## src/rtl/spi_txn_arbiter.sv

```systemverilog
// ============================================================================
// spi_txn_arbiter: two-requester round-robin sequencer feeding multi-byte
// transactions to a single-CS SPI master one byte at a time.
// Revision: 1.0
// ============================================================================
`default_nettype none

module spi_txn_arbiter #(
  parameter int MAX_BYTES  = 2,
  parameter int CNT_W      = 2,
  parameter int GAP_CYCLES = 4
) (
  input  logic                   i_Clk,
  input  logic                   i_Rst_L,
  input  logic                   i_A_Req,
  input  logic [CNT_W-1:0]       i_A_Count,
  input  logic [MAX_BYTES*8-1:0] i_A_Data,
  output logic                   o_A_Gnt,
  output logic                   o_A_Done,
  input  logic                   i_B_Req,
  input  logic [CNT_W-1:0]       i_B_Count,
  input  logic [MAX_BYTES*8-1:0] i_B_Data,
  output logic                   o_B_Gnt,
  output logic                   o_B_Done,
  output logic [MAX_BYTES*8-1:0] o_RX_Word,
  output logic                   o_Busy,
  output logic                   o_Owner,
  output logic [CNT_W-1:0]       o_M_TX_Count,
  output logic [7:0]             o_M_TX_Byte,
  output logic                   o_M_TX_DV,
  input  logic                   i_M_TX_Ready,
  input  logic                   i_M_RX_DV,
  input  logic [7:0]             i_M_RX_Byte
);

  localparam int DW    = MAX_BYTES * 8;
  localparam int GAP_W = (GAP_CYCLES > 0) ? $clog2(GAP_CYCLES + 1) : 1;

  localparam logic [2:0] S_IDLE    = 3'd0;
  localparam logic [2:0] S_LOAD    = 3'd1;
  localparam logic [2:0] S_SEND    = 3'd2;
  localparam logic [2:0] S_WAIT_RX = 3'd3;
  localparam logic [2:0] S_FIN     = 3'd4;
  localparam logic [2:0] S_GAP     = 3'd5;

  logic [2:0]       state, state_nxt;
  logic [CNT_W-1:0] cnt;
  logic [CNT_W-1:0] idx;
  logic [DW-1:0]    data;
  logic [GAP_W-1:0] gap;
  logic             rr_b;

  logic             any_req;
  logic             pick_b;
  logic [CNT_W-1:0] req_cnt;
  logic [CNT_W-1:0] eff_cnt;
  logic [CNT_W-1:0] idx_inc;
  logic [7:0]       cur_byte;

  // B wins only when A is absent or A was the last one served.
  assign any_req = i_A_Req | i_B_Req;
  assign pick_b  = i_B_Req & (~i_A_Req | rr_b);
  assign req_cnt = pick_b ? i_B_Count : i_A_Count;
  assign eff_cnt = (req_cnt > CNT_W'(MAX_BYTES)) ? CNT_W'(MAX_BYTES) : req_cnt;
  assign idx_inc = idx + CNT_W'(1);

  always_comb begin
    cur_byte = 8'h00;
    for (int k = 0; k < MAX_BYTES; k++) begin
      if (idx == CNT_W'(k)) cur_byte = data[8*k +: 8];
    end
  end

  always_ff @(posedge i_Clk or negedge i_Rst_L) begin
    if (!i_Rst_L) state <= S_IDLE;
    else          state <= state_nxt;
  end

  always_comb begin
    state_nxt = state;
    case (state)
      S_IDLE:    if (any_req) state_nxt = S_LOAD;
      S_LOAD:    state_nxt = (cnt == '0) ? S_FIN : S_SEND;
      S_SEND:    if (i_M_TX_Ready) state_nxt = S_WAIT_RX;
      S_WAIT_RX: if (i_M_RX_DV) state_nxt = (idx_inc == cnt) ? S_FIN : S_SEND;
      S_FIN:     state_nxt = S_GAP;
      S_GAP:     if (gap == '0) state_nxt = S_IDLE;
      default:   state_nxt = S_IDLE;
    endcase
  end

  always_ff @(posedge i_Clk or negedge i_Rst_L) begin
    if (!i_Rst_L) begin
      o_A_Gnt      <= 1'b0;
      o_B_Gnt      <= 1'b0;
      o_A_Done     <= 1'b0;
      o_B_Done     <= 1'b0;
      o_RX_Word    <= '0;
      o_Busy       <= 1'b0;
      o_Owner      <= 1'b0;
      o_M_TX_Count <= '0;
      o_M_TX_Byte  <= 8'h00;
      o_M_TX_DV    <= 1'b0;
      cnt          <= '0;
      idx          <= '0;
      data         <= '0;
      gap          <= '0;
      rr_b         <= 1'b0;
    end else begin
      o_A_Gnt   <= 1'b0;
      o_B_Gnt   <= 1'b0;
      o_A_Done  <= 1'b0;
      o_B_Done  <= 1'b0;
      o_M_TX_DV <= 1'b0;
      case (state)
        S_IDLE: begin
          if (any_req) begin
            o_A_Gnt   <= ~pick_b;
            o_B_Gnt   <= pick_b;
            o_Owner   <= pick_b;
            rr_b      <= ~pick_b;
            cnt       <= eff_cnt;
            data      <= pick_b ? i_B_Data : i_A_Data;
            o_RX_Word <= '0;
            o_Busy    <= 1'b1;
          end
        end
        S_LOAD: begin
          o_M_TX_Count <= cnt;
          idx          <= '0;
        end
        S_SEND: begin
          if (i_M_TX_Ready) begin
            o_M_TX_DV   <= 1'b1;
            o_M_TX_Byte <= cur_byte;
          end
        end
        S_WAIT_RX: begin
          if (i_M_RX_DV) begin
            for (int k = 0; k < MAX_BYTES; k++) begin
              if (idx == CNT_W'(k)) o_RX_Word[8*k +: 8] <= i_M_RX_Byte;
            end
            idx <= idx_inc;
          end
        end
        S_FIN: begin
          o_A_Done <= ~o_Owner;
          o_B_Done <= o_Owner;
          gap      <= GAP_W'(GAP_CYCLES);
        end
        S_GAP: begin
          if (gap == '0) o_Busy <= 1'b0;
          else           gap    <= gap - GAP_W'(1);
        end
        default: ;
      endcase
    end
  end

endmodule

`default_nettype wire
```

## config.mk

```make
export PLATFORM = sky130hd
export DESIGN_NAME = spi_txn_arbiter
export DESIGN_NICKNAME = d
export VERILOG_FILES = /design/src/rtl/spi_txn_arbiter.sv
export SDC_FILE = /design/constraint.sdc
export NUM_CORES = 1
export LEC_CHECK = 0
export CAP_MARGIN = 10
export CORE_ASPECT_RATIO = 0.6
export CORE_MARGIN = 1
export CORE_UTILIZATION = 44
export CTS_BUF_LIST = sky130_fd_sc_hd__clkbuf_8
export CTS_CLUSTER_SIZE = 12
export DETAILED_ROUTE_END_ITERATION = 12
export PLACE_DENSITY = 0.87
export SLEW_MARGIN = 10
export SYNTH_ARGS = -nofsm -noshare
export SYNTH_HDL_FRONTEND = slang
export SYNTH_SLANG_ARGS = --single-unit
```

## constraint.sdc

```tcl
create_clock -name i_Clk -period 1.72 [get_ports i_Clk]
set_input_delay 0.258 -clock i_Clk [delete_from_list [all_inputs] [get_ports i_Clk]]
set_output_delay 0.258 -clock i_Clk [all_outputs]
set_load 0.1 [all_outputs]
```

==> summary.txt <==
Status
  • Status: complete, but fails checks
  • Violated checks: negative setup slack

Yosys
  • Library cells used by synthesis: 36
  • Synthesized area: 0.00283 mm2
  • Mapped Cells: 259
  • Synth async-reset ratio: 1.00
  • Area leader, netlist: dfrtp_1
  • Mean Syn Cell Area: 10.9 um2
  • Ys Warns: 0
  • #FFs+latches synth: 60
  • Number of synthesized flops with an enable pin: 0
  • Mapped Nets: 313
  • Main synth FF type: dfrtp_1
  • Synth top area cells: dfrtp_1 53%, mux2_4 8.5%, nand2_1 6.4%, a22oi_1 6.1%, and3_1 2.2%
  • Post-synth top area share: 0.530
  • Register area share after synthesis: 0.530
  • Count leader, synth: dfrtp_1
  • Synth cell count leaders: 60 x dfrtp_1, 48 x nand2_1, 23 x a22oi_1

Floorplan
  • Core Area: 0.00617 mm2
  • Chip width: 106 um
  • Rows: 22
  • IO Pins: 83
  • Initial Util: 0.459
  • Die Span Y: 64.1 um
  • Die area: 0.00677 mm2

Layout
  • Synth-to-Final Area Change: 54.7%
  • Share of layout cells above drive strength 1: 0.274
  • Fillers: around 410
  • Fin nets: 412
  • Antenna diode count: 0
  • Cell area after layout: 0.00438 mm2

Clocking
  • CTS max path bufs: 2
  • Clock sinks: 60
  • CTS tree: done
  • H-tree depth: 3
  • TritonCTS Buffers: 9
  • Worst-Skew Late Latency: 0.34 ns
  • Clock-pin slew on the worst setup and hold paths: 0.06 ns
  • Root buf cell: clkbuf_8

STA
  • Least-Margin Pin Slew: approximately 0.41 ns
  • RSZ-0062 raised after global routing: true
  • Minimum clock period: 1.74 ns
  • Slew headroom: 0.727
  • Crit share post-route: 1.01
  • Max Freq: 575 MHz
  • Final hold violation count: 0
  • Final worst setup slack: -0.0192 ns
  • Post-Route Skew: 0.00630 ns
  • Slew Limit Fails: 0
  • Final setup vio count: 7

Place
  • Placement Cell Area: 0.00417 mm2
  • GPL Wtd Cong: 0.806
  • PortBufs: 82
  • Final HPWL DP: 5440 um

Pwr
  • Pwr/cell area: 2210 mW/mm2
  • Design Power: 9.69 mW
  • LEAKAGE: 2.05 nW
  • Worst ir drop on vdd: 0.923 mV

Global routing
  • Overflow after GRT: 0
  • Total GRT Usage: 0.232
  • Largest net degree at the start of global routing: 61
  • Met2 Resource Use GR: 0.345
  • GR peak layer: met2
  • Met1 usage: 0.318
  • Initial antenna violation count: 0
  • First-pass GRT wire length: roughly 12000 um
  • Vias in the first global route: 2282
  • GR Util met3: 0.0857

Drt
  • Initial DRC count: 206
  • DRT Wirelength: 7420 um
  • Drt pass-1 iters: 6
  • Vias/cell: 5.38
  • Residual DRC count: 0
  • Via count: 2396
  • Wire length per cell: 16.7 um
  • Routed Antenna Nets: 0

Critical path
  • CP Max Fanout: 7
  • Worst endpoint data arrival time: 1.97 ns
  • CP required: 1.95 ns
  • Setup Crit Path Kind: flip-flop to flip-flop
  • Setup crit end kind: flip-flop
  • Startpoint types: flip-flop

Worst hold path
  • HP Class: input pin to flip-flop

Job
  • Max-cap viol count: 0
[cells in the final DEF, fill, tap and decap left out, types with 10 or more instances in the layout]
master / n
nor2_1: 14
buf_4: 17
mux2_4: 16
dfrtp_1: 58
a22oi_1: 23
and3_1: 10
a21oi_1: 12
buf_12: 37
clkdlybuf4s50_1: 48
nand2_1: 48
[cells by family after synthesis]
kind of cell / Yosys count / synth area share
xor gates and xnor gates: 2 / 0.00619
and+or+nand+nor: 89 / 0.149
adders and majority gates: 4 / 0.0177
muxes: 24 / 0.115
DFF: 60 / 0.530
AOI/OAI and AO/OA: 57 / 0.142
buffers and inverters: 23 / 0.0398
[power by group]
part	switching (mW)	total, mW	internal, mW
Sequential	0.594	2.59	2.00
Clock	0.539	1.04	0.499
Combinational	3.56	6.06	2.50
[critical path: stages (launching register included)]
cell and delay (ns):
dfrtp_2 0.45, or4_4 0.56, nand3b_4 0.13, a21oi_4 0.05, buf_12 0.14, mux2_4 0.29
[timing repair]
action / 4_1_cts / 5_1_grt
hold endpoints to repair: 60 / 0
resized for setup: 1 / 3
hold buffers: 1 / 0
setup endpoints to repair: 7 / 37
setup buffers: 0 / 3
pin swaps: 1 / 3
[sequential cells by signal, indices dropped and copies added, names as in the netlist, 2 cells and up]
name          cells
data             16
o_RX_Word        16
o_M_TX_Byte       8
gap               3
state             3
cnt               2
idx               2
o_M_TX_Count      2
[per-stage QoR]
stage          utilization  worst slack [ns]  TNS (ns)  hold WS [ns]  instances
2_1_floorplan            -            0.0722         0       -0.0376        259
3_3_place_gp         0.676            -0.128     -2.24         0.286        427
3_5_place_dp         0.676            -0.211     -2.99         0.285        427
4_1_cts              0.703           0.00201         0         0.421        442
5_1_grt              0.710           -0.0298    -0.151         0.427        445
6_report             0.710           -0.0192    -0.106         0.435        445
[layout make-up]
type | instances | area, um2 | share of cell area
Sequential cell | 60 | 1500 | 0.343
Timing Repair Buffer | 104 | 1360 | 0.311
Multi-Input combinational cell | 176 | 1220 | 0.280
Clock buffer | 9 | 124 | 0.0283
Tap cell | 84 | 105 | 0.0240
Clock inverter | 5 | 31.3 | 0.00714
Inverter | 7 | 26.3 | 0.00600
[layer usage]
metal,up-vias,part of all wire
li1,1097,-
met1,1181,0.46
met2,108,0.46
met3,10,0.069
met4,0,0.012
met5,-,0
[final timing paths]
| check | start | endpoint | slack, ns | cells after the start |
|---|---|---|---|---|
| setup / recovery | state[0]$_DFFE_PN0P_ | o_RX_Word[5]$_DFFE_PN0P_ | -0.02 | 5 |
| hold / removal | i_B_Data[14] | data[14]$_DFFE_PN0P_ | 0.44 | 3 |
| setup reg to reg | state[0]$_DFFE_PN0P_ | o_RX_Word[5]$_DFFE_PN0P_ | -0.02 | 5 |
| hold reg to reg | gap[0]$_DFFE_PN0P_ | gap[0]$_DFFE_PN0P_ | 0.49 | 1 |
| max in group asynchronous | i_Rst_L | state[0]$_DFFE_PN0P_ | 0.99 | 3 |
| min in group asynchronous | i_Rst_L | o_M_TX_DV$_DFF_PN0_ | 0.45 | 3 |
Power figures use the tool's default switching activity.
